<file path="src/rtl/spi_xfer_sequencer_if.sv">
// Single-master Wishbone link from the transfer sequencer to the SPI core register port.
interface spi_xfer_sequencer_if;
  logic        wbm_cyc_o;
  logic        wbm_stb_o;
  logic        wbm_we_o;
  logic [4:0]  wbm_adr_o;
  logic [31:0] wbm_dat_o;
  logic [3:0]  wbm_sel_o;
  logic [31:0] wbm_dat_i;
  logic        wbm_ack_i;

  modport master (
    output wbm_cyc_o, wbm_stb_o, wbm_we_o, wbm_adr_o, wbm_dat_o, wbm_sel_o,
    input  wbm_dat_i, wbm_ack_i
  );

  modport slave (
    input  wbm_cyc_o, wbm_stb_o, wbm_we_o, wbm_adr_o, wbm_dat_o, wbm_sel_o,
    output wbm_dat_i, wbm_ack_i
  );
endinterface

</file>
<file path="src/rtl/spi_xfer_sequencer.sv">
// Round-robin SPI transfer sequencer: programs the SPI core over Wishbone for two requesters,
// polls for completion and returns the received word.
module spi_xfer_sequencer #(
  parameter logic [15:0] CLK_DIV   = 16'd4,
  parameter logic [4:0]  CTRL_MODE = 5'b00010,
  parameter int          MAX_POLLS = 1024
) (
  input  logic                        wb_clk_in,
  input  logic                        wb_rst_in,
  input  logic                        req0_valid,
  output logic                        req0_ready,
  input  logic [4:0]                  req0_ss,
  input  logic [6:0]                  req0_len,
  input  logic [31:0]                 req0_tx,
  input  logic                        req1_valid,
  output logic                        req1_ready,
  input  logic [4:0]                  req1_ss,
  input  logic [6:0]                  req1_len,
  input  logic [31:0]                 req1_tx,
  output logic                        rsp0_valid,
  output logic                        rsp1_valid,
  output logic [31:0]                 rsp_data,
  output logic                        rsp_err,
  output logic                        busy,
  spi_xfer_sequencer_if.master        wbm
);

  localparam int         PCNT_W   = $clog2(MAX_POLLS) + 1;
  localparam logic [4:0] ADR_DATA = 5'h00;
  localparam logic [4:0] ADR_CTRL = 5'h10;
  localparam logic [4:0] ADR_DIV  = 5'h14;
  localparam logic [4:0] ADR_SS   = 5'h18;

  typedef enum logic [3:0] {
    IDLE, ARB, WR_DIV, WR_TX, WR_SS, WR_CTRL, POLL, RD_RX, CLR_SS, RESP
  } state_t;

  state_t            state;
  logic              grant;
  logic              rr_last;
  logic              div_done;
  logic              err;
  logic [4:0]        ss_q;
  logic [6:0]        len_q;
  logic [31:0]       tx_q;
  logic [PCNT_W-1:0] poll_cnt;
  logic [PCNT_W-1:0] poll_nxt;
  logic              pick;
  logic              acc_we;
  logic [4:0]        acc_adr;
  logic [31:0]       acc_dat;

  assign wbm.wbm_sel_o = 4'hF;
  assign rsp_err       = err;
  assign poll_nxt      = (poll_cnt == PCNT_W'(MAX_POLLS)) ? poll_cnt : poll_cnt + 1'b1;

  // On a tie the requester that was not served last wins.
  always_comb begin
    if (req0_valid && req1_valid) pick = ~rr_last;
    else                          pick = req1_valid;
  end

  always_comb begin
    acc_we  = 1'b1;
    acc_adr = ADR_DATA;
    acc_dat = '0;
    case (state)
      WR_DIV:  begin acc_adr = ADR_DIV;  acc_dat = {16'd0, CLK_DIV}; end
      WR_TX:   acc_dat = tx_q;
      WR_SS:   begin acc_adr = ADR_SS;   acc_dat = 32'd1 << ss_q; end
      WR_CTRL: begin acc_adr = ADR_CTRL; acc_dat = {18'd0, CTRL_MODE, 1'b1, 1'b0, len_q}; end
      POLL:    begin acc_we = 1'b0; acc_adr = ADR_CTRL; end
      RD_RX:   acc_we = 1'b0;
      CLR_SS:  acc_adr = ADR_SS;
      default: ;
    endcase
  end

  always_ff @(posedge wb_clk_in or posedge wb_rst_in) begin
    if (wb_rst_in) begin
      state         <= IDLE;
      grant         <= 1'b0;
      rr_last       <= 1'b1;
      div_done      <= 1'b0;
      err           <= 1'b0;
      ss_q          <= '0;
      len_q         <= '0;
      tx_q          <= '0;
      poll_cnt      <= '0;
      req0_ready    <= 1'b0;
      req1_ready    <= 1'b0;
      rsp0_valid    <= 1'b0;
      rsp1_valid    <= 1'b0;
      rsp_data      <= '0;
      busy          <= 1'b0;
      wbm.wbm_cyc_o <= 1'b0;
      wbm.wbm_stb_o <= 1'b0;
      wbm.wbm_we_o  <= 1'b0;
      wbm.wbm_adr_o <= '0;
      wbm.wbm_dat_o <= '0;
    end else begin
      req0_ready <= 1'b0;
      req1_ready <= 1'b0;
      rsp0_valid <= 1'b0;
      rsp1_valid <= 1'b0;
      case (state)
        IDLE: begin
          if (req0_valid || req1_valid) begin
            state <= ARB;
            busy  <= 1'b1;
          end
        end
        ARB: begin
          // A request withdrawn before grant is simply dropped.
          if (req0_valid || req1_valid) begin
            grant      <= pick;
            rr_last    <= pick;
            req0_ready <= ~pick;
            req1_ready <= pick;
            ss_q       <= pick ? req1_ss  : req0_ss;
            len_q      <= pick ? req1_len : req0_len;
            tx_q       <= pick ? req1_tx  : req0_tx;
            rsp_data   <= '0;
            state      <= div_done ? WR_TX : WR_DIV;
          end else begin
            state <= IDLE;
            busy  <= 1'b0;
          end
        end
        WR_DIV, WR_TX, WR_SS, WR_CTRL, POLL, RD_RX, CLR_SS: begin
          if (!wbm.wbm_cyc_o) begin
            wbm.wbm_cyc_o <= 1'b1;
            wbm.wbm_stb_o <= 1'b1;
            wbm.wbm_we_o  <= acc_we;
            wbm.wbm_adr_o <= acc_adr;
            wbm.wbm_dat_o <= acc_dat;
          end else if (wbm.wbm_ack_i) begin
            // Dropping everything on ack yields the mandatory idle cycle before the next access.
            wbm.wbm_cyc_o <= 1'b0;
            wbm.wbm_stb_o <= 1'b0;
            wbm.wbm_we_o  <= 1'b0;
            wbm.wbm_adr_o <= '0;
            wbm.wbm_dat_o <= '0;
            case (state)
              WR_DIV: begin
                div_done <= 1'b1;
                state    <= WR_TX;
              end
              WR_TX:   state <= WR_SS;
              WR_SS:   state <= WR_CTRL;
              WR_CTRL: state <= POLL;
              POLL: begin
                poll_cnt <= poll_nxt;
                if (!wbm.wbm_dat_i[8]) begin
                  state <= RD_RX;
                end else if (poll_nxt == PCNT_W'(MAX_POLLS)) begin
                  err   <= 1'b1;
                  state <= CLR_SS;
                end
              end
              RD_RX: begin
                rsp_data <= wbm.wbm_dat_i;
                state    <= CLR_SS;
              end
              CLR_SS: begin
                rsp0_valid <= ~grant;
                rsp1_valid <= grant;
                state      <= RESP;
              end
              default: ;
            endcase
          end
        end
        RESP: begin
          err      <= 1'b0;
          poll_cnt <= '0;
          busy     <= 1'b0;
          state    <= IDLE;
        end
        default: begin
          state <= IDLE;
          busy  <= 1'b0;
        end
      endcase
    end
  end

endmodule

</file>
<file path="src/flat_wrapper.sv">
// flat-port wrapper written by rule: the top's interface ports become plain ports
module spi_xfer_sequencer_flat 
#(
  parameter logic [15:0] CLK_DIV   = 16'd4,
  parameter logic [4:0]  CTRL_MODE = 5'b00010,
  parameter int          MAX_POLLS = 1024
)
  (wb_clk_in, wb_rst_in, req0_valid, req0_ready, req0_ss, req0_len, req0_tx, req1_valid, req1_ready, req1_ss, req1_len, req1_tx, rsp0_valid, rsp1_valid, rsp_data, rsp_err, busy, wbm_wbm_cyc_o, wbm_wbm_stb_o, wbm_wbm_we_o, wbm_wbm_adr_o, wbm_wbm_dat_o, wbm_wbm_sel_o, wbm_wbm_dat_i, wbm_wbm_ack_i);
  spi_xfer_sequencer_if wbm_i ();
  input  logic wb_clk_in;
  input  logic wb_rst_in;
  input  logic req0_valid;
  output logic req0_ready;
  input  logic [4:0] req0_ss;
  input  logic [6:0] req0_len;
  input  logic [31:0] req0_tx;
  input  logic req1_valid;
  output logic req1_ready;
  input  logic [4:0] req1_ss;
  input  logic [6:0] req1_len;
  input  logic [31:0] req1_tx;
  output logic rsp0_valid;
  output logic rsp1_valid;
  output logic [31:0] rsp_data;
  output logic rsp_err;
  output logic busy;
  output wire logic [$bits(wbm_i.wbm_cyc_o)-1:0] wbm_wbm_cyc_o;
  output wire logic [$bits(wbm_i.wbm_stb_o)-1:0] wbm_wbm_stb_o;
  output wire logic [$bits(wbm_i.wbm_we_o)-1:0] wbm_wbm_we_o;
  output wire logic [$bits(wbm_i.wbm_adr_o)-1:0] wbm_wbm_adr_o;
  output wire logic [$bits(wbm_i.wbm_dat_o)-1:0] wbm_wbm_dat_o;
  output wire logic [$bits(wbm_i.wbm_sel_o)-1:0] wbm_wbm_sel_o;
  input wire logic [$bits(wbm_i.wbm_dat_i)-1:0] wbm_wbm_dat_i;
  input wire logic [$bits(wbm_i.wbm_ack_i)-1:0] wbm_wbm_ack_i;
  assign wbm_wbm_cyc_o = wbm_i.wbm_cyc_o;
  assign wbm_wbm_stb_o = wbm_i.wbm_stb_o;
  assign wbm_wbm_we_o = wbm_i.wbm_we_o;
  assign wbm_wbm_adr_o = wbm_i.wbm_adr_o;
  assign wbm_wbm_dat_o = wbm_i.wbm_dat_o;
  assign wbm_wbm_sel_o = wbm_i.wbm_sel_o;
  assign wbm_i.wbm_dat_i = wbm_wbm_dat_i;
  assign wbm_i.wbm_ack_i = wbm_wbm_ack_i;
  spi_xfer_sequencer #(.CLK_DIV(CLK_DIV), .CTRL_MODE(CTRL_MODE), .MAX_POLLS(MAX_POLLS)) u_core (.wb_clk_in(wb_clk_in), .wb_rst_in(wb_rst_in), .req0_valid(req0_valid), .req0_ready(req0_ready), .req0_ss(req0_ss), .req0_len(req0_len), .req0_tx(req0_tx), .req1_valid(req1_valid), .req1_ready(req1_ready), .req1_ss(req1_ss), .req1_len(req1_len), .req1_tx(req1_tx), .rsp0_valid(rsp0_valid), .rsp1_valid(rsp1_valid), .rsp_data(rsp_data), .rsp_err(rsp_err), .busy(busy), .wbm(wbm_i));
endmodule
</file>
<file path="config.mk">
export PLATFORM = sky130hd
export DESIGN_NAME = spi_xfer_sequencer_flat
export DESIGN_NICKNAME = d
export VERILOG_FILES = /design/src/rtl/spi_xfer_sequencer_if.sv /design/src/rtl/spi_xfer_sequencer.sv /design/src/flat_wrapper.sv
export SDC_FILE = /design/constraint.sdc
export NUM_CORES = 1
export LEC_CHECK = 0
export ABC_CLOCK_PERIOD_IN_PS = 5000
export CORE_ASPECT_RATIO = 1.2
export CORE_MARGIN = 1.5
export CORE_UTILIZATION = 40
export DETAILED_ROUTE_END_ITERATION = 10
export PLACE_DENSITY_LB_ADDON = 0.2
export SYNTH_ARGS = -nofsm -noshare
export SYNTH_HDL_FRONTEND = slang
export SYNTH_SLANG_ARGS = --single-unit
</file>
<file path="constraint.sdc">
create_clock -name wb_clk_in -period 5 [get_ports wb_clk_in]
set_input_delay 1.25 -clock wb_clk_in [delete_from_list [all_inputs] [get_ports wb_clk_in]]
set_output_delay 1.25 -clock wb_clk_in [all_outputs]
set_load 0.05 [all_outputs]
</file>
* After elaboration in Yosys (flattened, before gate mapping)
Index checks and enable logic that the tools add are counted.
** Word-level totals
- Register bits :: 140
- Latch bits :: 0
- RAM bits :: 0
- Bits in read-only memories :: 0
- Logic and storage cells :: 122
- Memories kept :: 0
** Cells by class
- $add $sub $neg :: 1
- $mul :: 0
- Divide/modulo/power cells :: 0
- $lt $le $gt $ge :: 0
- Eq/ne operators :: 23
- Shift-type cells :: 1
- Mux-type cells :: 56
- Bitwise gates (word level) :: 4
- Reduce and logical (&&, ||, !) cells :: 17
** Operator list (number)
- 32-bit two-way mux :: 7
- 32-bit one-hot mux with 4 select lines :: 1
- 32-bit one-hot mux with 2 select lines :: 1
- 11-bit two-way mux :: 4
- 1-bit by 5-bit << shifter with 32-bit output, first input constant :: 1
- 4-bit one-hot mux with 7 select lines :: 1
- 1-bit two-way mux :: 27
- 4-bit two-way mux :: 6
- 11-bit == test, second input constant :: 2
- 11-bit one-hot mux with 2 select lines :: 1
- 4-bit by 3-bit == test with 1-bit output, second input constant :: 4
- 5-bit two-way mux :: 3
- 5-bit one-hot mux with 3 select lines :: 1
- 2-bit by 1-bit inequality test with 1-bit output, second input constant :: 6
- 4-bit one-hot mux with 3 select lines :: 1
- 11-bit by 1-bit adder with 11-bit output, second input constant :: 1
- 5-bit AND reduction :: 2
- 4-bit by 2-bit == test with 1-bit output, second input constant :: 2
- 4-bit == test, second input constant :: 2
- 2-bit inequality test, second input constant :: 4
- 8-bit by 1-bit inequality test with 1-bit output, second input constant :: 1
- 4-bit AND reduction :: 2
- 7-bit two-way mux :: 1
- 7-bit OR reduction :: 1
- other kinds (13) :: 20

* Depth between registers and ports, before layout
- Depth after elaboration :: 9
- Depth in mapped cells :: 8

* Least setup slack after synthesis
OpenSTA, ideal clock, no wires.
- Path kind :: input to register
- Start point :: input wbm_wbm_ack_i
- End point :: register u_core.rsp_data[0]
- Setup time :: 67 ps
- Data arrival time :: 2352 ps
- Setup slack :: 2581 ps
- Stages :: 6
- Path through :: nand2_1 > o22ai_1 > nand3b_1 > nor2_1 > clkbuf_1 > a22o_1
** Between the ends
- Longest elaborated chain between the ends :: 2
** RTL lines
- start, declared :: RTL line flat_wrapper.sv:34 : input wire logic [$bits(wbm_i.wbm_ack_i)-1:0] wbm_wbm_ack_i;
- 2-bit inequality test (no line)
- 5-bit AND reduction (no line)
- end signal, assigned :: RTL line spi_xfer_sequencer.sv:162 : rsp_data <= wbm.wbm_dat_i;
- end, declared :: RTL line spi_xfer_sequencer.sv:22 : output logic [31:0] rsp_data,
No other way between the ends.
A chain may end at the register's enable or synchronous reset.

* Worst setup path after layout
- Start point :: register u_core.wbm.wbm_cyc_o
- End point :: output wbm_wbm_cyc_o
** RTL lines
- start, declared :: RTL line spi_xfer_sequencer_if.sv:13 : output wbm_cyc_o, wbm_stb_o, wbm_we_o, wbm_adr_o, wbm_dat_o, wbm_sel_o,
- start signal, assigned :: RTL line spi_xfer_sequencer.sv:96 : wbm.wbm_cyc_o <= 1'b0;
- start signal, assigned :: RTL line spi_xfer_sequencer.sv:132 : wbm.wbm_cyc_o <= 1'b1;
- start signal, assigned :: RTL line spi_xfer_sequencer.sv:139 : wbm.wbm_cyc_o <= 1'b0;
- end, declared :: RTL line flat_wrapper.sv:27 : output wire logic [$bits(wbm_i.wbm_cyc_o)-1:0] wbm_wbm_cyc_o;
No word-level cell between the ends.

==> flow_metrics.tcl <==
set metrics [dict create \
    path_class "reg2out" \
    cts-buffers-inserted 17 \
    cap_viol_max_count 0 \
    initial_utilization_pct 41.3 \
    switching_share_pct 42.2 \
    synth_flop_cell "dfrtp_1" \
    reg2reg_slack_ns 2.36 \
    grt_pass1_wl_mm 28.2 \
    postCtsHoldBufs 0 \
    htreeDepth 4 \
    track_usage_pct 22.6 \
    synth_top_family_by_area "compound AO/OA/AOI/OAI gates" \
    drtAntennaViolNets 0 \
    synth_compound_area_share_pct 22.9 \
    drive_gt1_share_pct 6.84 \
    syn-cell-area_sq_um 6250 \
    global_route.overflow_total 0 \
    crit_fanout 9 \
    fin_area_sq_um 8970 \
    gp_congestion 0.834 \
    fmax_mhz 329 \
    numPortBuffers 200 \
    synth_top_area_cell "dfrtp_1" \
    worst_pin_slew_ns 1.21 \
    status "finished, final reports clean" \
    holdCritPathClass "reg2reg" \
    power.switching_w 0.00238 \
    yosys_warnings 0 \
    synth.avg_cell_area_sq_um 10.4 \
    crit_family "buffers and inverters" \
    rsz0062_at_grt "false" \
    grt_antenna_before_repair 0 \
    dr.pass1.iters 6 \
    row_count 49 \
    num_vias 5473 \
    postCtsSetupBuffers 0 \
    finClkSkew_ns 0.00880 \
    die-area_sq_um 16400 \
    mostFrequentLayoutCell "clkdlybuf4s50_1" \
    ys_ff_latch 138 \
    setup_viol 0 \
    grt_max_degree 112 \
    finalCritPeriodShare_pct 60.7 \
    drt-total-wl_mm 17.9 \
    die_width_microns 117 \
    n_antenna_cell 0 \
    combPwrFrac_pct 44.5 \
    grt_pass1_vias 5529 \
    synth-xor-area-share_pct 0.841 \
    yosysUniqueCellTypes 57 \
    die_y_microns 140 \
    critical_path.n_buffers_inverters 1 \
    internal_power_w 0.00326 \
    maxSlewHeadroom_pct 19.0 \
    cts_tree "yes" \
    cts_resized 0 \
    seq_area_frac_synth_pct 55.3 \
    max_stage_delay_ns 0.88 \
    nFillCells 1298 \
    clkSinkCount 138 \
    drt_iter0_drc 511 \
    routedWlPerCell_microns 18.0 \
    cts_buffer_depth 2 \
    vdd_drop_max_uv 344 \
    synth.top_cell.area_share_pct 54.8 \
    synth_async_sr_flop_share_pct 100 \
    hold_viol 0 \
    clk_latency_ns 0.42 \
    final_cell_mix "clkdlybuf4s50_1 (200), dfrtp_1 (137), nand2_1 (58)" \
    powerDensity_nw_per_um2 629 \
    arrival_ns 1.79 \
    slew_violations 0 \
    core_sq_um 15100 \
    p_clk_share_pct 22.8 \
    drc 0 \
    clkTransAtPathRegs_ns 0.06 \
    root_buffer "clkbuf_16" \
    p_total_w 0.00564 \
    dp_hpwl_mm 12.5 \
    fin_tns_setup_ns 0 \
    start_kind "register" \
    synthCells 601 \
    ys_top_cells_by_area "dfrtp_1 (55%), a222oi_1 (8.0%), a22o_1 (4.6%)" \
    io_pins 207 \
    required_ns 3.75 \
    leakagePower_nw 3.88 \
    synthSimpleGateAreaFrac_pct 12.9 \
    synth-edff-count 0 \
    area_growth_pct 43.4 \
    synth_fa_ha_area_share_pct 0.400 \
    path_cells "clkdlybuf4s50_1" \
    p_seq_share_pct 32.7 \
    critical-path-slowest-cell "clkdlybuf4s50_1" \
    synth.area.mux_share_pct 0.681 \
    cp-end-kind "output port" \
    dpl_cell_area_sq_um 8350 \
    via_per_inst 5.51 \
    final_nets 903 \
    min_period_ns 3.04 \
]
metal layers:
layer / vias up / track usage (%) / wire length (microns)
met5: - / 0 / 0
met4: 0 / 9.64 / 391
met1: 2657 / 28.5 / 7230
met2: 223 / 36.7 / 9000
li1: 2570 / - / -
met3: 23 / 5.67 / 1250
metrics by stage:
| stage | setup WS (ns) | utilization (%) | instances | hold slack (ns) |
|---|---|---|---|---|
| after global placement | 1.80 | 55.1 | 961 | 0.447 |
| final | 1.96 | 59.2 | 993 | 0.480 |
| after detailed placement | 1.73 | 55.1 | 961 | 0.467 |
| after CTS | 1.94 | 59.2 | 993 | 0.487 |
| after global routing | 1.89 | 59.2 | 993 | 0.505 |
| after floorplan | 0.0555 | - | 605 | 0.424 |
cell type report:
| class | instances | area [sq um] | share of cell area, % |
|---|---|---|---|
| clock buffers | 19 | 453 | 5.05 |
| well taps | 204 | 255 | 2.85 |
| clock inverters | 13 | 166 | 1.86 |
| multi-input cells | 364 | 2400 | 26.8 |
| repair buffers | 205 | 2040 | 22.7 |
| inverters | 50 | 193 | 2.15 |
| flip-flops and latches | 138 | 3450 | 38.5 |
synthesized netlist by cell type, types with 3 or more instances:
cell type / n
nor2b_1: 7
nand3_1: 11
buf_1: 4
dfrtp_1: 137
nand2b_1: 9
a22oi_1: 23
nand3b_1: 3
nor3_1: 10
xnor2_1: 4
a21oi_1: 10
and3_1: 6
o21ai_1: 41
and2_1: 4
a222oi_1: 50
inv_1: 50
nor2_1: 27
nand2_1: 58
a22o_1: 33
a21o_1: 3
o21ai_0: 8
or3_1: 7
buf_4: 6
clkbuf_1: 34
buf_2: 8
nand4_1: 4
sequential cells by signal, summed over array words and instances (netlist names):
signal / flops
u_core.div_done: 1
u_core.wbm.wbm_adr_o: 3
u_core.wbm.wbm_cyc_o: 1
u_core.tx_q: 32
u_core.rsp1_valid: 1
u_core.state: 4
u_core.wbm.wbm_stb_o: 1
u_core.ss_q: 5
u_core.rsp0_valid: 1
u_core.req1_ready: 1
u_core.len_q: 7
u_core.rsp_err: 1
u_core.poll_cnt: 11
u_core.wbm.wbm_dat_o: 32
u_core.grant: 1
u_core.rr_last: 1
u_core.wbm.wbm_we_o: 1
u_core.busy: 1
u_core.req0_ready: 1
u_core.rsp_data: 32
final timing paths:
check,startpoint,endpoint,depth (start not counted)
hold reg to reg,u_core.wbm.wbm_dat_o[11],u_core.wbm.wbm_dat_o[11],2
min in group asynchronous,wb_rst_in,u_core.rsp_data[25],2
setup reg to reg,u_core.state[1],u_core.tx_q[17],5
setup / recovery,u_core.wbm.wbm_cyc_o,wbm_wbm_cyc_o,1
hold / removal,u_core.wbm.wbm_dat_o[11],u_core.wbm.wbm_dat_o[11],2
max in group asynchronous,wb_rst_in,u_core.rsp_data[8],3
power groups by stage:
| stage | combinational (W) | sequential, W | clock (W) |
|---|---|---|---|
| 4_1_cts | 0.00253 | 0.00184 | 0.00131 |
| 6_report | 0.00251 | 0.00184 | 0.00129 |
| 3_3_place_gp | 0.00247 | 0.00185 | 0 |
| 2_1_floorplan | 0.00110 | 0.00243 | 0 |
| 3_5_place_dp | 0.00252 | 0.00185 | 0 |
| 5_1_grt | 0.00269 | 0.00190 | 0.00136 |
kinds of logic after synthesis:
group                      count (synthesis)
AOI/OAI and AO/OA                        186
xor gates and xnor gates                   6
adders and majority gates                  2
buffers and inverters                    103
DFF                                      138
muxes                                      4
other                                      2
and+or+nand+nor                          160
(Power assumes the default switching activity.)
